**src/rtl/fifo_pkg.sv**
```systemverilog
// Shared state encoding and default sizing for the byte FIFO.
package fifo_pkg;

  localparam int DEFAULT_DATA_WIDTH = 8;
  localparam int DEFAULT_DEPTH      = 8;
  localparam int DEFAULT_ADDR_WIDTH = 3;

  // Binary state encoding; code 2'd3 is unused and recovers to ST_EMPTY.
  typedef enum logic [1:0] {
    ST_EMPTY   = 2'd0,
    ST_PARTIAL = 2'd1,
    ST_FULL    = 2'd2
  } state_t;

endpackage

```
**src/rtl/fifo_mem.sv**
```systemverilog
// DEPTH x DATA_WIDTH register array with a sync write port and a registered read port.
module fifo_mem
  import fifo_pkg::*;
#(
  parameter int DATA_WIDTH = DEFAULT_DATA_WIDTH,
  parameter int DEPTH      = DEFAULT_DEPTH,
  parameter int ADDR_WIDTH = DEFAULT_ADDR_WIDTH
) (
  input  logic                  clk,
  input  logic                  reset,
  input  logic                  we,
  input  logic [ADDR_WIDTH-1:0] waddr,
  input  logic [DATA_WIDTH-1:0] wdata,
  input  logic                  re,
  input  logic [ADDR_WIDTH-1:0] raddr,
  output logic [DATA_WIDTH-1:0] rdata
);

  logic [DATA_WIDTH-1:0] mem [DEPTH];

  // Storage write; contents deliberately survive reset.
  always_ff @(posedge clk) begin
    if (we) mem[waddr] <= wdata;
  end

  // Registered read; a same-cycle write to raddr is not visible until the next read.
  always_ff @(posedge clk) begin
    if (reset)   rdata <= '0;
    else if (re) rdata <= mem[raddr];
  end

endmodule

```
**src/rtl/fifo_fsm.sv**
```systemverilog
// Single-clock byte FIFO with EMPTY/PARTIAL/FULL control state machine.
module fifo_fsm
  import fifo_pkg::*;
#(
  parameter int DATA_WIDTH = DEFAULT_DATA_WIDTH,
  parameter int DEPTH      = DEFAULT_DEPTH,
  parameter int ADDR_WIDTH = DEFAULT_ADDR_WIDTH
) (
  input  logic                  clk,
  input  logic                  reset,
  input  logic                  wr_en,
  input  logic                  rd_en,
  input  logic [DATA_WIDTH-1:0] data_in,
  output logic [DATA_WIDTH-1:0] data_out,
  output logic                  full,
  output logic                  empty
);

  localparam logic [ADDR_WIDTH:0] CNT_ONE  = (ADDR_WIDTH+1)'(1);
  localparam logic [ADDR_WIDTH:0] CNT_LAST = (ADDR_WIDTH+1)'(DEPTH - 1);

  state_t                state, state_n;
  logic [ADDR_WIDTH-1:0] wr_ptr, rd_ptr;
  logic [ADDR_WIDTH:0]   count;
  logic                  wr_acc, rd_acc;

  // Acceptance and next state, decided from the state at the start of the cycle.
  always_comb begin
    wr_acc  = wr_en && (state != ST_FULL);
    rd_acc  = rd_en && (state != ST_EMPTY);
    state_n = state;
    case (state)
      ST_EMPTY:   if (wr_acc) state_n = ST_PARTIAL;
      ST_PARTIAL: begin
        if (wr_acc && !rd_acc && count == CNT_LAST)     state_n = ST_FULL;
        else if (rd_acc && !wr_acc && count == CNT_ONE) state_n = ST_EMPTY;
      end
      ST_FULL:    if (rd_acc) state_n = ST_PARTIAL;
      default:    state_n = ST_EMPTY;
    endcase
  end

  // State register.
  always_ff @(posedge clk) begin
    if (reset) state <= ST_EMPTY;
    else       state <= state_n;
  end

  // Pointers wrap naturally because DEPTH is a power of two; count tracks occupancy.
  always_ff @(posedge clk) begin
    if (reset) begin
      wr_ptr <= '0;
      rd_ptr <= '0;
      count  <= '0;
    end else begin
      if (wr_acc) wr_ptr <= wr_ptr + ADDR_WIDTH'(1);
      if (rd_acc) rd_ptr <= rd_ptr + ADDR_WIDTH'(1);
      if (wr_acc && !rd_acc)      count <= count + CNT_ONE;
      else if (rd_acc && !wr_acc) count <= count - CNT_ONE;
    end
  end

  // Flags come straight from the state register.
  always_comb begin
    empty = (state == ST_EMPTY);
    full  = (state == ST_FULL);
  end

  // Enables are gated by reset so a reset cycle never writes storage or moves data_out.
  fifo_mem #(
    .DATA_WIDTH(DATA_WIDTH),
    .DEPTH     (DEPTH),
    .ADDR_WIDTH(ADDR_WIDTH)
  ) u_mem (
    .clk  (clk),
    .reset(reset),
    .we   (wr_acc && !reset),
    .waddr(wr_ptr),
    .wdata(data_in),
    .re   (rd_acc && !reset),
    .raddr(rd_ptr),
    .rdata(data_out)
  );

endmodule

```
**config.mk**
```make
export PLATFORM = sky130hd
export DESIGN_NAME = fifo_fsm
export DESIGN_NICKNAME = d
export VERILOG_FILES = /design/src/rtl/fifo_pkg.sv /design/src/rtl/fifo_mem.sv /design/src/rtl/fifo_fsm.sv
export SDC_FILE = /design/constraint.sdc
export NUM_CORES = 1
export LEC_CHECK = 0
export CORE_ASPECT_RATIO = 0.9
export CORE_MARGIN = 5
export CORE_UTILIZATION = 55
export CTS_BUF_LIST = sky130_fd_sc_hd__clkbuf_4
export DETAILED_ROUTE_END_ITERATION = 10
export DONT_BUFFER_PORTS = 1
export PLACE_DENSITY = 0.73
export SLEW_MARGIN = 0
export SYNTH_ARGS = -nofsm -noshare
export SYNTH_HDL_FRONTEND = slang
export SYNTH_SLANG_ARGS = --single-unit
```
**constraint.sdc**
```tcl
create_clock -name clk -period 2.2 [get_ports clk]
set_input_delay 0.22 -clock clk [delete_from_list [all_inputs] [get_ports clk]]
set_output_delay 0.22 -clock clk [all_outputs]
set_load 0.01 [all_outputs]
```
**Word-level counts from Yosys, hierarchy flattened**

Memory sizes are Yosys's and may differ from the RTL's. A register that Yosys moved wholly into a read port is not among the register bits.
Cells that the tools add are included.

- Register bits: 12
- Memory bits (writable): 64
- Input bits: 12
- Output and inout bits: 10
- Word-level logic and storage cells: 41
- Memories: 1

Memories:

| memory | depth | bits a word | rd ports | clocked after Yosys merged registers in | wr ports | RTL line | text |
|---|---|---|---|---|---|---|---|
| u_mem.mem | 8 | 8 | 1 | 1 | 1 | fifo_mem.sv:19 | `logic [DATA_WIDTH-1:0] mem [DEPTH];` |

- $add $sub $neg: 4
- Equality and inequality tests: 8
- Mux-type cells: 9
- Reductions and logical operators: 15

Operators by type and width:

| kind | number |
|---|---|
| $logic_and A1 B1 Y1 | 8 |
| $mux W2 | 4 |
| $mux W4 | 2 |
| $add A3 B1 Y3 const B | 2 |
| $pmux W2 S3 | 1 |
| $add A4 B1 Y4 const B | 1 |
| $eq A4 B1 Y1 const B | 1 |
| $eq A4 B3 Y1 const B | 1 |
| $ne A2 B1 Y1 const B | 2 |
| $reduce_bool A2 Y1 | 2 |
| $sub A4 B1 Y4 const B | 1 |
| $logic_not A1 Y1 | 3 |
| $ne A3 B3 Y1 const B | 1 |
| $reduce_and A3 Y1 | 1 |
| $eq A2 B1 Y1 const B | 1 |
| $eq A2 B2 Y1 const B | 1 |
| $logic_not A2 Y1 | 1 |
| $mux W1 | 2 |
| $ne A2 B2 Y1 const B | 1 |

**Longest topological paths before layout**

- Word-level depth: 8
- Gate-level depth with buffers: 8
- Gate-level depth less buffers: 8

**Cells and area by module**

A second synthesis with hierarchy kept.

- Cell total of the unflattened synthesis: 235
- Area total of the unflattened synthesis: 3,462.1 µm²

By module, submodules not included:

| module | times used | cells an instance | area an instance (µm²) |
|---|---|---|---|
| fifo_mem | 1 | 162 | 2,812.7 |
| fifo_fsm | 1 | 73 | 649.4 |

**Least setup slack after synthesis**

Ideal clock, no wire load.

- Path type: register -> register
- Start: reg state[0]
- End: mem u_mem.mem[0][0] (netlist bit) (enable)
- Setup time: 398 ps
- Arrival: 1,754 ps
- Path slack: 48 ps
- Cell stages (with the launch flop): 4
- Path buffers: 0
- Clock period less this slack: 2,152 ps
- Cells stage by stage: dfxtp_1 > nand2b_1 > nand2_1 > nor4b_1

- Cells in the longest elaborated chain, start to end: 5

Ends and longest elaborated chain:

| item | RTL line | text |
|---|---|---|
| start: declaration | fifo_fsm.sv:22 | `state_t state, state_n;` |
| start signal: assignment | fifo_fsm.sv:46 | `else state <= state_n;` |
| $ne A2 B2 Y1 | fifo_fsm.sv:29 | `wr_acc = wr_en && (state != ST_FULL);` |
| $logic_and A1 B1 Y1 | fifo_fsm.sv:29 |  |
| $logic_and A1 B1 Y1 | fifo_fsm.sv:77 | `.we (wr_acc && !reset),` |
| $mux W1 | fifo_mem.sv:23 | `if (we) mem[waddr] <= wdata;` |
| $mux W1 (not written as such) | fifo_mem.sv:23 |  |
| end: declaration | fifo_mem.sv:19 |  |

Every way passes these cells.

**Worst setup path after layout**

- Start: reg state[0]
- End: reg count[3]

- Cells in the longest elaborated chain, start to end: 5

Ends and longest elaborated chain:

| item | RTL line | text |
|---|---|---|
| $ne A2 B2 Y1 or $reduce_bool A2 Y1 (tied branches) | fifo_fsm.sv:29, fifo_fsm.sv:30 |  |
| $logic_and A1 B1 Y1 (on tied branches) | fifo_fsm.sv:29, fifo_fsm.sv:30 |  |
| $logic_not A1 Y1 (on tied branches) | fifo_fsm.sv:59, fifo_fsm.sv:58 |  |
| $logic_and A1 B1 Y1 (on tied branches) | fifo_fsm.sv:59, fifo_fsm.sv:58 |  |
| $reduce_bool A2 Y1 (no source line) or $mux W4 (tied branches) | - |  |
| end signal: assignment | fifo_fsm.sv:58 | `if (wr_acc && !rd_acc) count <= count + CNT_ONE;` |
| end signal: assignment | fifo_fsm.sv:59 | `else if (rd_acc && !wr_acc) count <= count - CNT_ONE;` |
| end: declaration | fifo_fsm.sv:24 | `logic [ADDR_WIDTH:0] count;` |

Parallel ways exist; a longest one is shown, timed or not.
A chain may end at the register's enable or synchronous reset.

==> impl_metrics.json <==
{
  "status": "completed",
  "cpLargestDelayFamily": "simple AND/OR/NAND/NOR gates",
  "netlist_instances": 233,
  "critPathArrivalTime_ns": 2.24,
  "grt_pass1_vias": 1912,
  "firstDrtPassIters": 5,
  "die_h_um": 84.6,
  "synth_nets": 252,
  "dp_hpwl_um": 4020,
  "place_ws_ns": 0.285,
  "antenna_cells": 0,
  "timing.hold.ws_ns": 0.0315,
  "cap_violations": 0,
  "cts_sinks": 84,
  "cts_buffers": 9,
  "crit_slowest_cell": "or4_1",
  "netlist.area_leader.share_pct": 56.6,
  "wl_met1_um": 2580,
  "drt-total-wl_um": 6020,
  "cts.path.max_buffers": 2,
  "ys_seq_elements": 84,
  "track_usage_pct": 16.7,
  "critPathMaxFanout": 6,
  "grt_pass1_wl_um": 9640,
  "grt_max_degree": 15,
  "yosysSeqAreaShare_pct": 68.3,
  "yosys.area.top_type": "edfxtp_1",
  "synth_area_per_cell_sq_um": 14.6,
  "initial_core_util_pct": 56.2,
  "slowest_delay_ns": 0.42,
  "drv_slew": 0,
  "startpoint_type": "flip-flop",
  "die_area_sq_um": 7850,
  "mostFrequentLayoutCells": "64 x edfxtp_1, 27 x nand2_1, 27 x nor2_1",
  "cp_num_buf_inv": 1,
  "final_nets": 284,
  "synth_area_leaders": "edfxtp_1 57%, dfxtp_1 12%, mux2i_1 5.0%",
  "rows": 27,
  "ir_drop_uv": 504,
  "crit_type": "flip-flop to flip-flop",
  "synth-edff-count": 64,
  "relSlewSlack_pct": 52.1,
  "viasPerCell": 5.48,
  "cts_max_level": 3,
  "portBuffers": 0,
  "ant_nets": 0,
  "routed-wl-met3_um": 328,
  "wl_per_cell_um": 17.6,
  "layout-drive-gt1-share_pct": 13.7,
  "cp.required_ns": 2.50,
  "remaining_drc_errors": 0,
  "cts_tree": "yes",
  "instances_no_fill": 342,
  "overflow": 0,
  "rsz0062_at_grt": "false",
  "max_clock_freq_mhz": 514,
  "final_common_cell": "edfxtp_1",
  "min_period_ns": 1.94,
  "synth_top_flop_cell": "edfxtp_1",
  "fin_tns_setup_ns": 0,
  "hold_viol": 0,
  "clk-insertion-delay-late_ns": 0.41,
  "p_leak_nw": 1.32,
  "drt_iter0_markers": 109,
  "power_density_nw_per_um2": 718,
  "dp.cells": 315,
  "fin_ws_ns": 0.256,
  "yosysUniqueCellTypes": 34,
  "cp_cell_sequence": "nand2b_1 -> nand2_1 -> inv_1 -> ha_1 -> or4_1 -> a21oi_1 -> xnor2_1 -> nor2_1",
  "clk_pin_slew_ns": 0.12,
  "root_buffer": "clkbuf_4",
  "finalClockSkew_ns": 0.0169,
  "finalSetupViolations": 0,
  "yosysWarnings": 0,
  "die_w_um": 92.9,
  "synth.cell_area_sq_um": 3400,
  "vias": 1875,
  "coreArea_sq_um": 6050,
  "area_growth_pct": 11.5,
  "async_reset_ff_share_pct": 0,
  "worst_pin_slew_ns": 0.716,
  "wl_met2_um": 3080,
  "final_core_util_pct": 62.7,
  "critPathCaptureType": "flip-flop",
  "dr.max_layer_used": "met4",
  "antenna_found_initial": 0,
  "ios": 22,
  "post-route-period-util_pct": 88.4,
  "hold_class": "input port to flip-flop",
  "place.gp.congestion": 0.803
}
[per-layer routing]
metal  vias up  global-route usage, %
met5         -                      0
met4         0                   3.73
met3         2                   5.65
met2        43                   28.8
met1       896                   20.4
li1        934                      -
[area by class of cell]
class	count	area, sq um
Clock inverter	6	32.5
Inverter	7	26.3
Clock buffer	10	75.1
Sequential cell	84	2320
Fill cell	439	2260
Multi-Input combinational cell	135	1000
Tap cell	72	90.1
Timing Repair Buffer	28	238
[power breakdown]
group	total [W]	switching (W)	leakage [nW]	internal [W]
logic	0.000227	0.000122	0.520	0.000105
registers	0.00179	0.0000386	0.742	0.00175
clock network	0.000710	0.000476	0.0573	0.000234
[through the flow]
step                area (sq um)  power (W)
global placement            3570    0.00201
global route                3790    0.00284
finish                      3790    0.00272
CTS                         3790    0.00275
detailed placement          3570    0.00202
floorplan                   3400    0.00198
[sequential cells by signal, indices dropped and copies added (netlist names)]
signal	cells
u_mem.rdata	8
u_mem.mem	64
state	2
count	4
rd_ptr	3
wr_ptr	3
[Yosys cell counts (2+ instances only)]
master / instances
edfxtp_1: 64
a21oi_1: 6
nand3_1: 4
buf_6: 2
mux4_1: 6
xor2_1: 4
o21ai_0: 9
mux4_2: 2
mux2i_1: 17
xnor2_1: 3
clkbuf_1: 3
nand2_1: 27
ha_1: 7
nor2_1: 27
inv_1: 6
dfxtp_1: 20
nor3_1: 3
a22oi_1: 7
[timing repair]
item                      4_1_cts  5_1_grt
gates resized for setup         0        0
hold endpoints to repair       76        0
setup buffers                   0        0
hold buffers                   11        0
[logic make-up after synthesis]
| group | count (synthesis) | share of synthesized area [%] |
|---|---|---|
| flops | 84 | 68.3 |
| simple gates | 70 | 8.91 |
| compound gates | 26 | 4.93 |
| mux | 25 | 11.0 |
| buf+inv | 14 | 2.47 |
| xor+xnor | 7 | 1.80 |
| fa+ha+maj | 7 | 2.58 |
[final timing paths]
| kind | startpoint | end | slack [ns] | cells after the start |
|---|---|---|---|---|
| worst max-delay path | state[0] | count[3] | 0.26 | 8 |
| worst min-delay path | reset | u_mem.rdata[0] | 0.03 | 3 |
| worst max register to register | state[0] | count[3] | 0.26 | 8 |
| worst min register to register | u_mem.rdata[0] | u_mem.rdata[0] | 0.50 | 2 |
[worst register-to-register path, cell delays in order (launching register included)]
cell	delay [ns]
dfxtp_1	0.38
nand2b_1	0.26
nand2_1	0.13
inv_1	0.05
ha_1	0.24
or4_1	0.42
a21oi_1	0.18
xnor2_1	0.13
nor2_1	0.05
Note: power is estimated with default switching activity, not from simulation.
